<file path="src/rtl/booth_r4_seq_mult_if.sv">
// Handshake and operand/result bundle for the sequential radix-4 Booth multiplier.
// The controller uses the master modport and the multiplier uses the slave modport.
interface booth_r4_seq_mult_if #(
    parameter int WIDTH = 8
);
    logic                 start;
    logic [WIDTH-1:0]     a;
    logic [WIDTH-1:0]     b;
    logic                 signed_mode;
    logic                 busy;
    logic                 done;
    logic [2*WIDTH-1:0]   y;

    modport master (
        output start, a, b, signed_mode,
        input  busy, done, y
    );

    modport slave (
        input  start, a, b, signed_mode,
        output busy, done, y
    );
endinterface

</file>
<file path="src/rtl/booth_r4_seq_mult.sv">
// Sequential radix-4 Booth multiplier that retires two multiplier bits per clock.
// It supports signed and unsigned operands and uses a start/busy/done handshake.
module booth_r4_seq_mult #(
    parameter int WIDTH = 8,
    parameter int ITER  = (WIDTH + 2) / 2
) (
    input  logic                    clk,
    input  logic                    rst,
    booth_r4_seq_mult_if.slave      bus
);
    localparam int XW = WIDTH + 2;          // extended operand width
    localparam int HW = WIDTH + 5;          // accumulator (upper) half, headroom for +-2M sums
    localparam int QW = WIDTH + 3;          // multiplier half, including the b[-1] slot
    localparam int PW = HW + QW;            // combined shift register, >= 2*WIDTH+4
    localparam int CW = $clog2(ITER + 1);
    localparam logic [CW-1:0] LAST_CNT = CW'(ITER - 1);

    typedef enum logic [0:0] {
        IDLE = 1'b0,
        CALC = 1'b1
    } state_t;

    state_t             state_r;
    state_t             state_nx_s;
    logic [XW-1:0]      m_r;
    logic [PW-1:0]      p_r;
    logic [CW-1:0]      cnt_r;
    logic               busy_r;
    logic               done_r;
    logic [2*WIDTH-1:0] y_r;

    logic               load_s;
    logic               last_s;
    logic [XW-1:0]      a_ext_s;
    logic [XW-1:0]      b_ext_s;
    logic [HW-1:0]      mx_s;
    logic [HW-1:0]      pp_s;
    logic [HW-1:0]      sum_s;
    logic [PW-1:0]      p_nx_s;

    // Operand extension to WIDTH+2 bits: sign-extend in signed mode, zero-extend otherwise.
    always_comb begin
        a_ext_s = {2'b00, bus.a};
        b_ext_s = {2'b00, bus.b};
        if (bus.signed_mode) begin
            a_ext_s = {{2{bus.a[WIDTH-1]}}, bus.a};
            b_ext_s = {{2{bus.b[WIDTH-1]}}, bus.b};
        end else begin
            a_ext_s = {2'b00, bus.a};
            b_ext_s = {2'b00, bus.b};
        end
    end

    // Booth triplet selection, accumulation, and arithmetic shift right by two.
    always_comb begin
        mx_s = {{(HW-XW){m_r[XW-1]}}, m_r};
        pp_s = {HW{1'b0}};
        case (p_r[2:0])
            3'b000, 3'b111: pp_s = {HW{1'b0}};
            3'b001, 3'b010: pp_s = mx_s;
            3'b011:         pp_s = mx_s << 1;
            3'b100:         pp_s = -(mx_s << 1);
            3'b101, 3'b110: pp_s = -mx_s;
            default:        pp_s = {HW{1'b0}};
        endcase
        sum_s  = p_r[PW-1 -: HW] + pp_s;
        p_nx_s = $signed({sum_s, p_r[QW-1:0]}) >>> 2;
    end

    // Next-state logic and per-cycle control strobes.
    always_comb begin
        state_nx_s = state_r;
        load_s     = 1'b0;
        last_s     = 1'b0;
        case (state_r)
            IDLE: begin
                if (bus.start) begin
                    load_s     = 1'b1;
                    state_nx_s = CALC;
                end else begin
                    state_nx_s = IDLE;
                end
            end
            CALC: begin
                if (cnt_r == LAST_CNT) begin
                    last_s     = 1'b1;
                    state_nx_s = IDLE;
                end else begin
                    state_nx_s = CALC;
                end
            end
            default: state_nx_s = IDLE;
        endcase
    end

    // State register.
    always_ff @(posedge clk) begin
        if (rst) begin
            state_r <= IDLE;
        end else begin
            state_r <= state_nx_s;
        end
    end

    // Datapath and registered handshake outputs.
    // The final shifted register holds product*2, with one leftover multiplier bit in bit 0.
    always_ff @(posedge clk) begin
        if (rst) begin
            m_r    <= {XW{1'b0}};
            p_r    <= {PW{1'b0}};
            cnt_r  <= {CW{1'b0}};
            busy_r <= 1'b0;
            done_r <= 1'b0;
            y_r    <= {(2*WIDTH){1'b0}};
        end else if (load_s) begin
            m_r    <= a_ext_s;
            p_r    <= {{HW{1'b0}}, b_ext_s, 1'b0};
            cnt_r  <= {CW{1'b0}};
            busy_r <= 1'b1;
            done_r <= 1'b0;
        end else if (state_r == CALC) begin
            p_r    <= p_nx_s;
            cnt_r  <= cnt_r + CW'(1);
            busy_r <= ~last_s;
            done_r <= last_s;
            if (last_s) begin
                y_r <= p_nx_s[2*WIDTH:1];
            end
        end else begin
            busy_r <= 1'b0;
            done_r <= 1'b0;
        end
    end

    assign bus.busy = busy_r;
    assign bus.done = done_r;
    assign bus.y    = y_r;
endmodule
</file>
<file path="src/flat_wrapper.sv">
// flat-port wrapper written by rule: the top's interface ports become plain ports
module booth_r4_seq_mult_flat 
#(
    parameter int WIDTH = 8,
    parameter int ITER  = (WIDTH + 2) / 2
)
  (clk, rst, bus_start, bus_a, bus_b, bus_signed_mode, bus_busy, bus_done, bus_y);
  booth_r4_seq_mult_if #(.WIDTH(WIDTH)) bus_i ();
  input  logic clk;
  input  logic rst;
  input wire logic [$bits(bus_i.start)-1:0] bus_start;
  input wire logic [$bits(bus_i.a)-1:0] bus_a;
  input wire logic [$bits(bus_i.b)-1:0] bus_b;
  input wire logic [$bits(bus_i.signed_mode)-1:0] bus_signed_mode;
  output wire logic [$bits(bus_i.busy)-1:0] bus_busy;
  output wire logic [$bits(bus_i.done)-1:0] bus_done;
  output wire logic [$bits(bus_i.y)-1:0] bus_y;
  assign bus_i.start = bus_start;
  assign bus_i.a = bus_a;
  assign bus_i.b = bus_b;
  assign bus_i.signed_mode = bus_signed_mode;
  assign bus_busy = bus_i.busy;
  assign bus_done = bus_i.done;
  assign bus_y = bus_i.y;
  booth_r4_seq_mult #(.WIDTH(WIDTH), .ITER(ITER)) u_core (.clk(clk), .rst(rst), .bus(bus_i));
endmodule
</file>
<file path="config.mk">
export PLATFORM = sky130hd
export DESIGN_NAME = booth_r4_seq_mult_flat
export DESIGN_NICKNAME = d
export VERILOG_FILES = /design/src/rtl/booth_r4_seq_mult_if.sv /design/src/rtl/booth_r4_seq_mult.sv /design/src/flat_wrapper.sv
export SDC_FILE = /design/constraint.sdc
export NUM_CORES = 1
export LEC_CHECK = 0
export CAP_MARGIN = 20
export CORE_ASPECT_RATIO = 0.75
export CORE_MARGIN = 10
export CORE_UTILIZATION = 49
export DETAILED_ROUTE_END_ITERATION = 8
export PLACE_DENSITY = 0.69
export SLEW_MARGIN = 20
export SYNTH_ARGS = -nofsm -noshare
export SYNTH_HDL_FRONTEND = slang
export SYNTH_SLANG_ARGS = --single-unit
</file>
<file path="constraint.sdc">
create_clock -name clk -period 5.3 [get_ports clk]
set_input_delay 1.06 -clock clk [delete_from_list [all_inputs] [get_ports clk]]
set_output_delay 1.06 -clock clk [all_outputs]
set_load 0.005 [all_outputs]
</file>
==> impl_metrics.tcl, run 1 <==
set metrics [dict create \
    r2r_end "u_core.p_r[21]" \
    rows 25 \
    grt_max_degree 28 \
    worstPathArrival_ps 3720 \
    wl_per_cell_um 16.1 \
    ys_seq_area_share_pct 32.7 \
    io_pins 38 \
    drc 0 \
    gp_congestion 0.896 \
    tns_ps 0 \
    mappedNetlistNets 436 \
    worstSetupPathType "reg2reg" \
    clk_pin_slew_ps 100 \
    ys_async_sr_fraction_pct 0 \
    via_count 2915 \
    antenna_found_initial 0 \
    dp_cells 497 \
    fp.dieArea_mm2 0.0102 \
    cts_tree "done" \
    reg2reg_depth 13 \
    area_growth_pct 15.0 \
    crit_fanout 9 \
    yosysWarnings 0 \
    post_cts_buffers 0 \
    maxCapViolations 0 \
    die_y_um 89.8 \
    hold_depth 2 \
    period_minus_slack_ps 3540 \
    syn_area_per_cell_um2 7.97 \
    syn_area_mm2 0.00319 \
    die_w_um 113 \
    required_ps 5480 \
    io_buffers 37 \
    overflow 0 \
    tightest_slew_ps 1020 \
    min_period_over_period_pct 66.8 \
    grt_pass1_vias 2811 \
    synth.distinct_cells 54 \
    viasPerCell 5.77 \
    cellPowerDensity_mw_per_mm2 226 \
    hold_violations 0 \
    cts_hold_buf 0 \
    cts_sinks 52 \
    ant_nets 0 \
    cts_resized 0 \
    cp-end-kind "flip-flop" \
    layout_commonest_cell "dfxtp_1" \
    dr.first_iter.drc_count 207 \
    netlist_instances 400 \
    post_dp_cell_area_mm2 0.00358 \
    yosys_most_used_dff "dfxtp_1" \
    power.leakage_nw 1.39 \
    synth_edf_count 0 \
    cts_root_buffer "clkbuf_8" \
    max_clock_freq_mhz 282 \
    core_mm2 0.00632 \
    dr.pass1.iters 5 \
    cts_htree_levels 2 \
    finalSetupViolCount 0 \
    status "completed" \
    rrSetupSlack_ps 1760 \
    ys_seq_elements 52 \
    hold_end "u_core.bus.y[15]" \
    hold_start "u_core.bus.y[15]" \
    hold_path_class "reg2reg" \
    antenna_cells 0 \
    r2r_start "u_core.m_r[2]" \
    cts_buffers 5 \
    final_cell_mix "dfxtp_1, nor2_1, nand2_1" \
    slew_violations 0 \
    skew_ps 6.22 \
    final_cells 505 \
    clk_latency_ps 320 \
    grt_pass1_wl_um 13600 \
    drive_gt1_share_pct 4.72 \
    timing.hold.ws_ps 463 \
    clk_path_buf_depth 2 \
    hpwl_um 5890 \
    grt_util_all_layers_pct 15.8 \
    wl_um 8140 \
    start_util_pct 50.4 \
    slew_headroom_pct 31.8 \
    start_kind "flip-flop" \
    p_total_w 0.000829 \
    rsz0062_at_grt "no" \
    nets 459 \
    final_area_mm2 0.00367 \
    vdd.ir_drop.worst_mv 0.147 \
]
## cell usage after synthesis (6+ instances only)
| cell type | instances | area [um^2] |
|---|---|---|
| dfxtp_1 | 52 | 1040 |
| nor2_1 | 46 | 173 |
| nand2_1 | 45 | 169 |
| a21oi_1 | 42 | 210 |
| mux2i_1 | 22 | 220 |
| a22o_1 | 15 | 131 |
| clkbuf_1 | 15 | 56.3 |
| ha_1 | 15 | 188 |
| inv_1 | 14 | 52.6 |
| nor3_1 | 13 | 65.1 |
| o21ai_0 | 13 | 65.1 |
| xnor2_1 | 10 | 87.6 |
| xor2_1 | 8 | 70.1 |
| o211ai_1 | 7 | 52.6 |
| buf_2 | 6 | 30.0 |
| nand2b_1 | 6 | 37.5 |
## metrics by stage
step	util (%)	worst slack [ps]
3_5_place_dp	56.7	1760
6_report	58.0	1760
5_1_grt	58.0	1490
4_1_cts	58.0	1830
2_1_floorplan	-	2200
3_3_place_gp	56.7	1800
## layout make-up
type                            count  area [um^2]
Sequential cell                    52         1040
Timing Repair Buffer               42          408
Multi-Input combinational cell    306         1970
Fill cell                         571         2650
Tap cell                           81          101
Inverter                           16         60.1
Clock buffer                        6         72.6
Clock inverter                      2         13.8
## power breakdown
group / internal (W) / switching (W) / leakage, nW
Combinational: 0.0000754 / 0.0000937 / 0.925
Sequential: 0.000403 / 0.0000233 / 0.422
Clock: 0.0000945 / 0.000139 / 0.0456
## how the worst max path moves through the flow
stage                     slack, ps              end     startpoint
after CTS                      1830   u_core.p_r[21]  u_core.m_r[2]
after global routing           1490   u_core.p_r[21]  u_core.p_r[0]
after floorplan                2200   u_core.p_r[21]  u_core.m_r[2]
final                          1760   u_core.p_r[21]  u_core.m_r[2]
after global placement         1800  u_core.bus.y[8]      bus_start
after detailed placement       1760  u_core.bus.y[5]      bus_start
## per-layer routing
layer | up-vias | global-route usage, % | routed length, um
met5 | - | 0 | 0
met1 | 1335 | 21.0 | 3990
met2 | 100 | 23.5 | 3410
met3 | 12 | 4.65 | 564
li1 | 1468 | - | -
met4 | 0 | 5.27 | 172
## flip-flops by register name (all words and copies together), names as in the netlist
register,flops
u_core.m_r,9
u_core.p_r,22
u_core.bus.done,1
u_core.cnt_r,3
u_core.bus.busy,1
u_core.bus.y,16
## critical path, cell delays in order, from the launching register on
cell and delay [ps]:
dfxtp_1 420, or4_4 590, nor3_2 190, xor2_1 230
nor2_1 60, o31ai_1 190, a21oi_1 110, ha_1 380
a21oi_1 170, o21ai_0 130, o21ai_0 420, a22oi_1 170
nor3_1 220, o311ai_1 120
## cells by family (layout without fill, tap and decap cells)
logic type,count (synthesis),in the layout,synth area share [%]
fa+ha+maj,16,16,6.52
simple gates,137,137,19.9
mux,24,24,7.62
flops,52,52,32.7
buf+inv,42,66,5.54
xor+xnor,18,18,4.95
compound gates,111,111,22.8
(Power assumes the default switching activity.)
==> run 2, diff against run 1 <==
- PLACE_DENSITY: 0.69 -> 0.72
- clock period: 5.3 -> 3.1 ns (I/O delays scaled with it)
==> run 2 against run 1 <==
The flow now finishes with violations (setup timing); largest power group unchanged; die area did not move; maximum frequency is 14% higher; highest routed layer unchanged; final area grew 12%; clock skew is essentially flat; routed wire length is 5.2% higher; critical path depth unchanged; sequential share of layout area is 2.9 points lower; power grew 79%; largest cell class unchanged; sequential power rose by 68%; register-to-register slack got worse by 1800 ps; global-route usage barely moved; first-iteration DRC count decreased by 27%.
==> impl_metrics.tcl, run 2 (synthesis results as in run 1) <==
set metrics [dict create \
    antenna_cells 0 \
    setup_ws_ps -10.6 \
    finalSetupViolCount 1 \
    drive_gt1_share_pct 18.1 \
    clk_pin_slew_ps 90 \
    grt_pass1_vias 2797 \
    period_minus_slack_ps 3110 \
    cts_root_buffer "clkbuf_8" \
    status "finished, violations left" \
    die_w_um 113 \
    skew_ps 6.02 \
    nets 489 \
    dr.pass1.iters 4 \
    cp-end-kind "flip-flop" \
    rsz0062_at_grt "yes" \
    largest-register "u_core.p_r" \
    fp.dieArea_mm2 0.0102 \
    via_count 3036 \
    grt_pass1_wl_um 13800 \
    slowest_stage "or4_4" \
    slew_headroom_pct 56.2 \
    clk_latency_ps 300 \
    crit_fanout 4 \
    area_growth_pct 28.6 \
    slew_violations 0 \
    final_area_mm2 0.00410 \
    antenna_found_initial 0 \
    rows 25 \
    io_pins 38 \
    critPathBufInv 0 \
    path_delay_family "simple AND/OR/NAND/NOR gates" \
    core_mm2 0.00632 \
    nFillCells 522 \
    final_cell_mix "dfxtp_1, nor2_1, nand2_1" \
    grt_max_degree 27 \
    wl_um 8560 \
    dp_slack_ps -195 \
    worstPathArrival_ps 3290 \
    post_dp_cell_area_mm2 0.00379 \
    io_buffers 37 \
    dr.first_iter.drc_count 152 \
    max_stage_delay_ps 570 \
    drc 0 \
    cellPowerDensity_mw_per_mm2 362 \
    start_util_pct 50.4 \
    cts_hold_buf 0 \
    gp_congestion 0.905 \
    wl_per_cell_um 16.0 \
    viasPerCell 5.67 \
    cts_buffers 5 \
    die_y_um 89.8 \
    worstSetupPathType "reg2reg" \
    clk_path_buf_depth 2 \
    hold_path_class "reg2reg" \
    hold_violations 0 \
    violations "setup timing" \
    overflow 0 \
    largest_register_ffs 22 \
    path_cells "or4_4 > nor3_4 > xor2_2 > nor2_1 > o31ai_2 > a21oi_2 > ha_4 > nand2_2 > a211oi_4 > o21ai_2 > and4_1 > nor3_2 > o311ai_1" \
    layout_commonest_cell "dfxtp_1" \
    ant_nets 0 \
    start_kind "flip-flop" \
    tightest_slew_ps 654 \
    hpwl_um 6340 \
    maxCapViolations 0 \
    power.leakage_nw 1.57 \
    cts_htree_levels 2 \
    cts_tree "done" \
    min_period_over_period_pct 100 \
    cts_sinks 52 \
    grt_util_all_layers_pct 15.8 \
    max_clock_freq_mhz 321 \
    vdd.ir_drop.worst_mv 0.265 \
    required_ps 3280 \
]
-- run 2: cell types whose count changed in the layout (fill, tap and decap cells not counted), moves of 3 or more --
| cell | previous run | this run |
|---|---|---|
| ha_2 | 0 | 3 |
| a21oi_2 | 0 | 5 |
| nand2_1 | 45 | 42 |
| buf_4 | 5 | 34 |
| a21oi_1 | 42 | 37 |
| ha_1 | 15 | 10 |
| o21ai_0 | 13 | 9 |
| o21ai_2 | 0 | 3 |
| nor3_1 | 13 | 10 |
| nand2_2 | 0 | 3 |
-- run 2: worst min-delay path, delay by kind of cell (launching register included) --
| kind | cells | cell delay (ps) |
|---|---|---|
| flip-flops | 1 | 320 |
| AO/OA/AOI/OAI | 1 | 50 |
| AND/OR/NAND/NOR | 1 | 50 |
-- run 2: worst paths after layout --
path               startpoint               end  slack [ps]  cells after the start
max             u_core.m_r[5]    u_core.p_r[21]         -10                     13
min          u_core.bus.y[15]  u_core.bus.y[15]         460                      2
max reg2reg     u_core.m_r[5]    u_core.p_r[21]         -10                     13
min reg2reg  u_core.bus.y[15]  u_core.bus.y[15]         460                      2
-- run 2: final cells by class --
type	instances	area (um^2)	area share, %
multi-input combinational	306	2160	52.7
sequential	52	1040	25.5
timing repair buffer	72	646	15.8
tap	81	101	2.47
clock buffer	6	72.6	1.77
inverter	16	60.1	1.47
clock inverter	2	16.3	0.397
-- run 2: what timing repair did --
action,4_1_cts,5_1_grt
gates resized for setup,5,37
pin swaps,2,14
gates cloned,0,0
buffers inserted,1,2
endpoints found under the hold margin,0,0
endpoints found under the setup margin,3,7
-- run 2: metrics by stage --
step / hold slack (ps) / total power, W / instances / utilization (%) / setup TNS (ps)
6_report: 463 / 0.00148 / 535 / 64.9 / -10.6
5_1_grt: 488 / 0.00156 / 535 / 64.9 / -378
4_1_cts: 465 / 0.00145 / 533 / 61.9 / -55.3
3_5_place_dp: 452 / 0.00107 / 524 / 60.1 / -232
3_3_place_gp: 442 / 0.00106 / 524 / 60.1 / -28.6
2_1_floorplan: 446 / 0.000948 / 400 / - / 0
-- run 2: layer usage --
layer	global-route usage [%]	vias up	share of wire [%]
li1	-	1522	-
met1	22.1	1419	48
met2	23.9	87	45
met3	3.52	8	6.0
met4	3.16	0	1.1
met5	0	-	0
-- run 2: report_power, final --
part	switching, W	total [W]	internal (W)
Combinational	0.000205	0.000381	0.000176
Clock	0.000226	0.000387	0.000161
Sequential	0.0000258	0.000715	0.000689
Total	0.000456	0.00148	0.00103
